$ cat config.mk
export PLATFORM = sky130hd
export DESIGN_NAME = mux_scan_nx1
export DESIGN_NICKNAME = d
export VERILOG_FILES = /design/src/rtl/mux_scan_nx1.sv
export SDC_FILE = /design/constraint.sdc
export NUM_CORES = 1
export LEC_CHECK = 0
export CAP_MARGIN = 30
export CORE_MARGIN = 8
export CORE_UTILIZATION = 30
export DETAILED_ROUTE_END_ITERATION = 12
export MAX_ROUTING_LAYER = met4
export PLACE_DENSITY = 0.65
export SYNTH_ARGS = -nofsm -noshare
export SYNTH_HDL_FRONTEND = slang
export SYNTH_SLANG_ARGS = --single-unit
$ cat constraint.sdc
create_clock -name clk -period 2.9 [get_ports clk]
set_input_delay 0.435 -clock clk [delete_from_list [all_inputs] [get_ports clk]]
set_output_delay 0.435 -clock clk [all_outputs]
set_load 0.02 [all_outputs]
$ cat src/rtl/mux_scan_nx1.sv
// Registered NCH:1 channel multiplexer with one-shot manual capture and masked round-robin scan.
// Define MUX_SCAN_CONT_EN for continuous scanning, which wraps the sweep until mode drops to 0.
module mux_scan_nx1 #(
   parameter int NCH   = 16,
   parameter int WIDTH = 8,
   parameter int DWELL = 4,
   parameter int SELW  = $clog2(NCH)
) (
   input  logic                  clk,
   input  logic                  rst,
   input  logic [NCH*WIDTH-1:0]  in_data,
   input  logic [NCH-1:0]        in_mask,
   input  logic                  mode,
   input  logic [SELW-1:0]       sel,
   input  logic                  start,
   output logic [WIDTH-1:0]      out_data,
   output logic [SELW-1:0]       out_ch,
   output logic                  out_valid,
   input  logic                  out_ready,
   output logic                  out_err,
   output logic                  busy
);

   localparam int              CNTW     = (DWELL > 1) ? $clog2(DWELL) : 1;
   localparam logic [SELW:0]   NCH_LIM  = (SELW + 1)'(NCH);
   localparam logic [CNTW-1:0] CNT_LAST = CNTW'(DWELL - 1);

   typedef enum logic [1:0] {
      S_IDLE  = 2'd0,
      S_DWELL = 2'd1,
      S_EMIT  = 2'd2
   } state_t;

   state_t            state_reg,    state_next;
   logic [NCH-1:0]    mask_reg,     mask_next;
   logic [SELW-1:0]   ch_reg,       ch_next;
   logic [CNTW-1:0]   cnt_reg,      cnt_next;
   logic              mode_reg,     mode_next;
   logic [WIDTH-1:0]  out_data_reg, out_data_next;
   logic [SELW-1:0]   out_ch_reg,   out_ch_next;
   logic              out_valid_reg, out_valid_next;
   logic              out_err_reg,  out_err_next;

   logic [WIDTH-1:0]  chan [NCH];
   logic [SELW-1:0]   low_in;
   logic [SELW-1:0]   next_ch;
   logic              next_found;

   for (genvar gi = 0; gi < NCH; gi++) begin : g_chan
      assign chan[gi] = in_data[gi*WIDTH +: WIDTH];
   end

   // Priority encoders: lowest set bit of the live mask, and next set bit of the latched mask above ch.
   always_comb begin
      low_in     = '0;
      next_ch    = '0;
      next_found = 1'b0;
      for (int i = NCH - 1; i >= 0; i--) begin
         if (in_mask[i]) begin
            low_in = SELW'(i);
         end
         if (mask_reg[i] && (i > int'(ch_reg))) begin
            next_ch    = SELW'(i);
            next_found = 1'b1;
         end
      end
   end

   always_comb begin
      state_next     = state_reg;
      mask_next      = mask_reg;
      ch_next        = ch_reg;
      cnt_next       = cnt_reg;
      mode_next      = mode_reg;
      out_data_next  = out_data_reg;
      out_ch_next    = out_ch_reg;
      out_valid_next = out_valid_reg;
      out_err_next   = 1'b0;

      case (state_reg)
         S_IDLE: begin
            if (start) begin
               mode_next = mode;
               if (!mode) begin
                  if ({1'b0, sel} < NCH_LIM) begin
                     out_data_next  = chan[sel];
                     out_ch_next    = sel;
                     out_valid_next = 1'b1;
                     state_next     = S_EMIT;
                  end else begin
                     out_err_next = 1'b1;
                  end
               end else begin
                  mask_next = in_mask;
                  if (in_mask == '0) begin
                     out_err_next = 1'b1;
                  end else begin
                     ch_next    = low_in;
                     cnt_next   = '0;
                     state_next = S_DWELL;
                  end
               end
            end
         end

         S_DWELL: begin
            if (cnt_reg == CNT_LAST) begin
               out_data_next  = chan[ch_reg];
               out_ch_next    = ch_reg;
               out_valid_next = 1'b1;
               state_next     = S_EMIT;
            end else begin
               cnt_next = cnt_reg + 1'b1;
            end
         end

         S_EMIT: begin
            if (out_valid_reg && out_ready) begin
               out_valid_next = 1'b0;
               if (!mode_reg) begin
                  state_next = S_IDLE;
`ifdef MUX_SCAN_CONT_EN
               end else if (!mode) begin
                  state_next = S_IDLE;
               end else if (next_found) begin
                  ch_next    = next_ch;
                  cnt_next   = '0;
                  state_next = S_DWELL;
               end else begin
                  // Wrap: take a fresh copy of the mask for the next pass.
                  mask_next = in_mask;
                  if (in_mask == '0) begin
                     out_err_next = 1'b1;
                     state_next   = S_IDLE;
                  end else begin
                     ch_next    = low_in;
                     cnt_next   = '0;
                     state_next = S_DWELL;
                  end
               end
`else
               end else if (next_found) begin
                  ch_next    = next_ch;
                  cnt_next   = '0;
                  state_next = S_DWELL;
               end else begin
                  state_next = S_IDLE;
               end
`endif
            end
         end

         default: begin
            state_next     = S_IDLE;
            out_valid_next = 1'b0;
         end
      endcase
   end

   always_ff @(posedge clk or posedge rst) begin
      if (rst) begin
         state_reg     <= S_IDLE;
         mask_reg      <= '0;
         ch_reg        <= '0;
         cnt_reg       <= '0;
         mode_reg      <= 1'b0;
         out_data_reg  <= '0;
         out_ch_reg    <= '0;
         out_valid_reg <= 1'b0;
         out_err_reg   <= 1'b0;
      end else begin
         state_reg     <= state_next;
         mask_reg      <= mask_next;
         ch_reg        <= ch_next;
         cnt_reg       <= cnt_next;
         mode_reg      <= mode_next;
         out_data_reg  <= out_data_next;
         out_ch_reg    <= out_ch_next;
         out_valid_reg <= out_valid_next;
         out_err_reg   <= out_err_next;
      end
   end

   assign out_data  = out_data_reg;
   assign out_ch    = out_ch_reg;
   assign out_valid = out_valid_reg;
   assign out_err   = out_err_reg;
   assign busy      = (state_reg != S_IDLE);

endmodule

; ---- Word-level counts from Yosys, hierarchy flattened
; Cells that the tools add are included.
[totals]
elab_cells = 163
output_inout_bits = 15
ff_bits = 39
[classes]
magnitude_cmp = 17
n_reduce_logical = 29
add_sub_neg = 1
bitwise_logic = 2
n_eq_ne = 13
n_mux = 92
[op_table]
columns = cell, n
row1 = 4-bit 2-to-1 mux, 40
row2 = 8-bit binary-select mux with 4-bit select, 2
row3 = 8-bit 2-to-1 mux, 7
row4 = "4-bit > comparator, first input constant", 8
row5 = 1-bit 2-to-1 mux, 25
row6 = 2-bit 2-to-1 mux, 12
row7 = "2-bit inequality test, second input constant", 9
row8 = "3-bit by 4-bit > comparator with 1-bit output, first input constant", 4
row9 = 1-bit logical AND, 16
row10 = 16-bit logical NOT, 1
row11 = 4-bit case mux with 2 select lines, 2
row12 = 8-bit case mux with 2 select lines, 1
row13 = 2-bit case mux with 3 select lines, 2
row14 = 4-bit AND reduction, 3
row15 = "5-bit >= comparator, second input constant", 2
row16 = 4-bit inverter with 5-bit output, 2
row17 = "2-bit by 4-bit > comparator with 1-bit output, first input constant", 2
row18 = 8-bit AND reduction, 1
row19 = 7-bit AND reduction, 1
row20 = 2-bit nonzero test, 3
row21 = "2-bit equality test, second input constant", 2
row22 = "1-bit by 4-bit > comparator with 1-bit output, first input constant", 1
row23 = "3-bit inequality test, second input constant", 1
row24 = 1-bit case mux with 3 select lines, 1
row25 = other kinds (6), 6

; ---- Longest topological paths before layout
[logic_depth]
word_depth = 21
mapped_depth = 9
mapped_depth_nobuf = 6

; ---- Worst setup path after synthesis
; No wires, ideal clock.
[synth_path]
path_type = input to register
start = in sel[2]
end = reg out_data_reg[5], in the netlist out_data[5]
arrival_time_ns = 1.943
path_stages = 6
path_buffers = 2
setup_slack_ns = 0.819
t_required_ns = 2.763
setup_ns = 0.137
cell_sequence = clkbuf_1 > clkbuf_1 > mux4_2 > mux4_2 > mux2i_1 > a21oi_1
[synth_via]
elab_chain_len = 7
[synth_lines]
columns = item, line
row1 = start: declaration, 14  ; input logic [SELW-1:0] sel,
row2 = 4-bit inverter with 5-bit output (implied by the code), 86  ; out_data_next = chan[sel];
row3 = 8-bit binary-select mux with 4-bit select, 86
row4 = 8-bit 2-to-1 mux (implied by the code) (2 in series), 86
row5 = 8-bit 2-to-1 mux, 84  ; if (!mode) begin
row6 = 8-bit 2-to-1 mux, 82  ; if (start) begin
row7 = 8-bit case mux with 2 select lines, 80  ; case (state_reg)
row8 = end signal: assignment, 177  ; out_data_reg <= out_data_next;
row9 = end: declaration, 39  ; logic [WIDTH-1:0] out_data_reg, out_data_next;
; No other way between the ends. The select of a mux whose other input is x is not followed.
; A chain may end at the register's enable or synchronous reset.

; ---- Worst setup path after layout
[layout_path]
start = reg ch_reg[0]
end = reg out_data_reg[4], in the netlist out_data[4]
[layout_via]
elab_chain_len = 6
[layout_lines]
columns = item, line
row1 = start: declaration, 36  ; logic [SELW-1:0] ch_reg, ch_next;
row2 = start signal: assignment, 174  ; ch_reg <= ch_next;
row3 = 4-bit inverter with 5-bit output (implied by the code), 108  ; out_data_next = chan[ch_reg];
row4 = 8-bit binary-select mux with 4-bit select, 108
row5 = 8-bit 2-to-1 mux (implied by the code) (2 in series), 108
row6 = 8-bit 2-to-1 mux, 107  ; if (cnt_reg == CNT_LAST) begin
row7 = 8-bit case mux with 2 select lines, 80
; No other way between the ends. The select of a mux whose other input is x is not followed.

==> impl_metrics.ini <==
[synth]
synth-edff-count = 0
synth_cell_types = 53
synth_top_cell_by_area = mux4_2
synthCells = 349
synth_common_cells = mux4_2 (59), dfrtp_1 (38), nor2_1 (33), a21oi_1 (26), mux4_1 (21)
synth_warnings = 0
netlist_top_cells_area = mux4_2 (31%), dfrtp_1 (22%), mux4_1 (13%)
syn-mean-instance-area_um2 = 12.33
synth_most_common_cell = mux4_2
yosysSeqAreaShare = 0.2211
ys_seq_elements = 38
ys.flop_type = dfrtp_1
async_flop_share = 1.000
netlist.area_leader.share = 0.3089
syn-num-nets = 503
synth_area_mm2 = 0.004302

[placement]
dp_cells = 682
globalplace.congestion = 0.8472
io_buffer_count = 167
dp_hpwl_mm = 12.27

[sta]
post-route-period-util = 0.8614
finalSetupTns_ns = 0
finalHoldViolations = 0
period_minus_slack_ns = 2.498
skew_ns = 0.006114
max_freq_mhz = 400.3
worst_slew_pin_slew_ns = 0.7314
maxSlewViolCount = 0
rsz0062_at_grt = false
setup_viol = 0
maxSlewHeadroom = 0.5124

[cells_and_area]
nNetsFinal = 663
largest_reg_flops = 15
drive_gt1_frac = 0.2059
area_growth_pct = 47.06
regArea_um2 = 953.4
fin_cells = 690
fillCellCount = 1250
multi_input_area_mm2 = 0.003099
antenna_cells = 0

[cts]
cts_tree = done
cts_resized = 0
cts_setup_buffers = 0
cts_root_buf = clkbuf_16
clock_latency_ns = 0.28
cts.path.max_buffers = 2
path_clk_slew_ns = 0.06
cts.sinks = 38
cts_hold_buffers = 0
htreeDepth = 2
cts_buffers = 5

[worst_setup_path]
arrival_ns = 2.66
crit_start = ch_reg[0]
worst-setup-path-type = register to register
start_kind = register
reg2regPathDepth = 5
cp.required_ns = 3.06
r2r_end = out_data[4]
crit_fanout = 26
critPathCaptureType = register
crit_end = out_data[4]
reg2reg_from = ch_reg[0]
rrSetupSlack_ns = 0.40

[drt]
ant_nets = 0
vias = 3904
first_pass_iters = 5
drc = 0
viasPerCell = 5.658
wl_mm = 15.12
drt_iter0_drc = 363
avgRoutedWirePerCell_um = 21.91

[power]
vdd_drop_max_mv = 0.3794
p_switching_mw = 1.910
pwr-share-seq = 0.249
power_leakage_nw = 2.407
comb_power_share = 0.616
clkPwrFrac = 0.135
p_per_area_mw_per_mm2 = 753.7
p_sw_frac = 0.4006
p_int_mw = 2.858

[run]
max-cap-violations = 0

[floorplan]
core-area_mm2 = 0.01393
rows = 43
die_h_um = 135.7
die_area_mm2 = 0.01843
die_w_um = 135.7
io_pins = 168
initial_core_util = 0.3087

[grt]
grt_overflow = 0
grt_pass1_vias = 4283
antenna_found_initial = 0
grt_pass1_wl_mm = 23.65
grt_max_degree = 39
grt.total_usage = 0.1690

[outcome]
status = completed

[hold_path]
hold_class = register to register
## power groups by stage
| stage | registers (mW) | logic, mW | clock network (mW) |
|---|---|---|---|
| after floorplan | 1.06 | 2.11 | 0 |
| after global placement | 1.19 | 2.89 | 0 |
| after detailed placement | 1.20 | 2.94 | 0 |
| after CTS | 1.20 | 2.95 | 0.656 |
| after global routing | 1.25 | 3.19 | 0.682 |
| final | 1.19 | 2.94 | 0.644 |
## critical path, stage by stage, from the launching register on
cell     delay (ns)
dfrtp_2        0.77
buf_4          0.29
mux4_2         0.52
mux4_2         0.47
mux2i_1        0.21
a21oi_1        0.10
## cell type report
type | instances | area share
Tap cell | 180 | 0.03560
Multi-Input combinational cell | 267 | 0.4899
Clock buffer | 7 | 0.02255
Sequential cell | 38 | 0.1507
Clock inverter | 1 | 0.004747
Inverter | 11 | 0.006527
Timing Repair Buffer | 186 | 0.2900
## through the flow
step / hold slack [ns] / area [um2] / util / power, mW / setup slack (ns)
floorplan: 0.4461 / 4302 / - / 3.169 / 0.8193
global placement: 0.4680 / 6153 / 0.4416 / 4.079 / 0.3941
detailed placement: 0.4675 / 6153 / 0.4416 / 4.141 / 0.3413
CTS: 0.4807 / 6326 / 0.4540 / 4.797 / 0.3803
global route: 0.5031 / 6326 / 0.4540 / 5.121 / 0.2817
finish: 0.4806 / 6326 / 0.4540 / 4.768 / 0.4018
## cell families (layout without fill, tap and decap cells)
kind of cell,after synthesis,count (layout),synth area share
AO/OA/AOI/OAI,77,77,0.1190
flip-flops,38,38,0.2211
buffers and inverters,44,205,0.05905
multiplexers,106,106,0.5017
AND/OR/NAND/NOR,83,83,0.09628
adder cells (fa/ha/maj),1,1,0.002908
## worst min-delay path by stage
stage | endpoint | slack, ns | cells after the start | start
finish | mode_reg | 0.48 | 1 | mode_reg
global route | mode_reg | 0.50 | 1 | mode_reg
floorplan | cnt_reg[0] | 0.45 | 1 | cnt_reg[0]
detailed placement | mode_reg | 0.47 | 1 | mode_reg
CTS | mode_reg | 0.48 | 1 | mode_reg
global placement | cnt_reg[0] | 0.47 | 1 | cnt_reg[0]
## cell usage in the layout, fill, tap and decap left out, types with 5 or more instances in the layout
| master | Yosys | routed |
|---|---|---|
| a21oi_1 | 26 | 26 |
| a31oi_1 | 6 | 6 |
| buf_4 | 2 | 17 |
| clkbuf_16 | 0 | 5 |
| clkdlybuf4s50_1 | 0 | 166 |
| dfrtp_1 | 38 | 36 |
| inv_1 | 11 | 11 |
| mux2_2 | 13 | 13 |
| mux2i_1 | 12 | 12 |
| mux4_1 | 21 | 21 |
| mux4_2 | 59 | 59 |
| nand2_1 | 11 | 11 |
| nand2b_1 | 9 | 9 |
| nor2_1 | 33 | 32 |
| nor2b_1 | 5 | 5 |
| nor3_1 | 5 | 5 |
| nor4_1 | 6 | 6 |
| o21ai_0 | 10 | 10 |
## metal layers
metal | global-route usage | vias up | share of wire
li1 | - | 1778 | -
met1 | 0.2031 | 1974 | 0.40
met2 | 0.2792 | 135 | 0.51
met3 | 0.03375 | 17 | 0.063
met4 | 0.05367 | 0 | 0.023
met5 | - | - | 0
(Power assumes the default switching activity.)
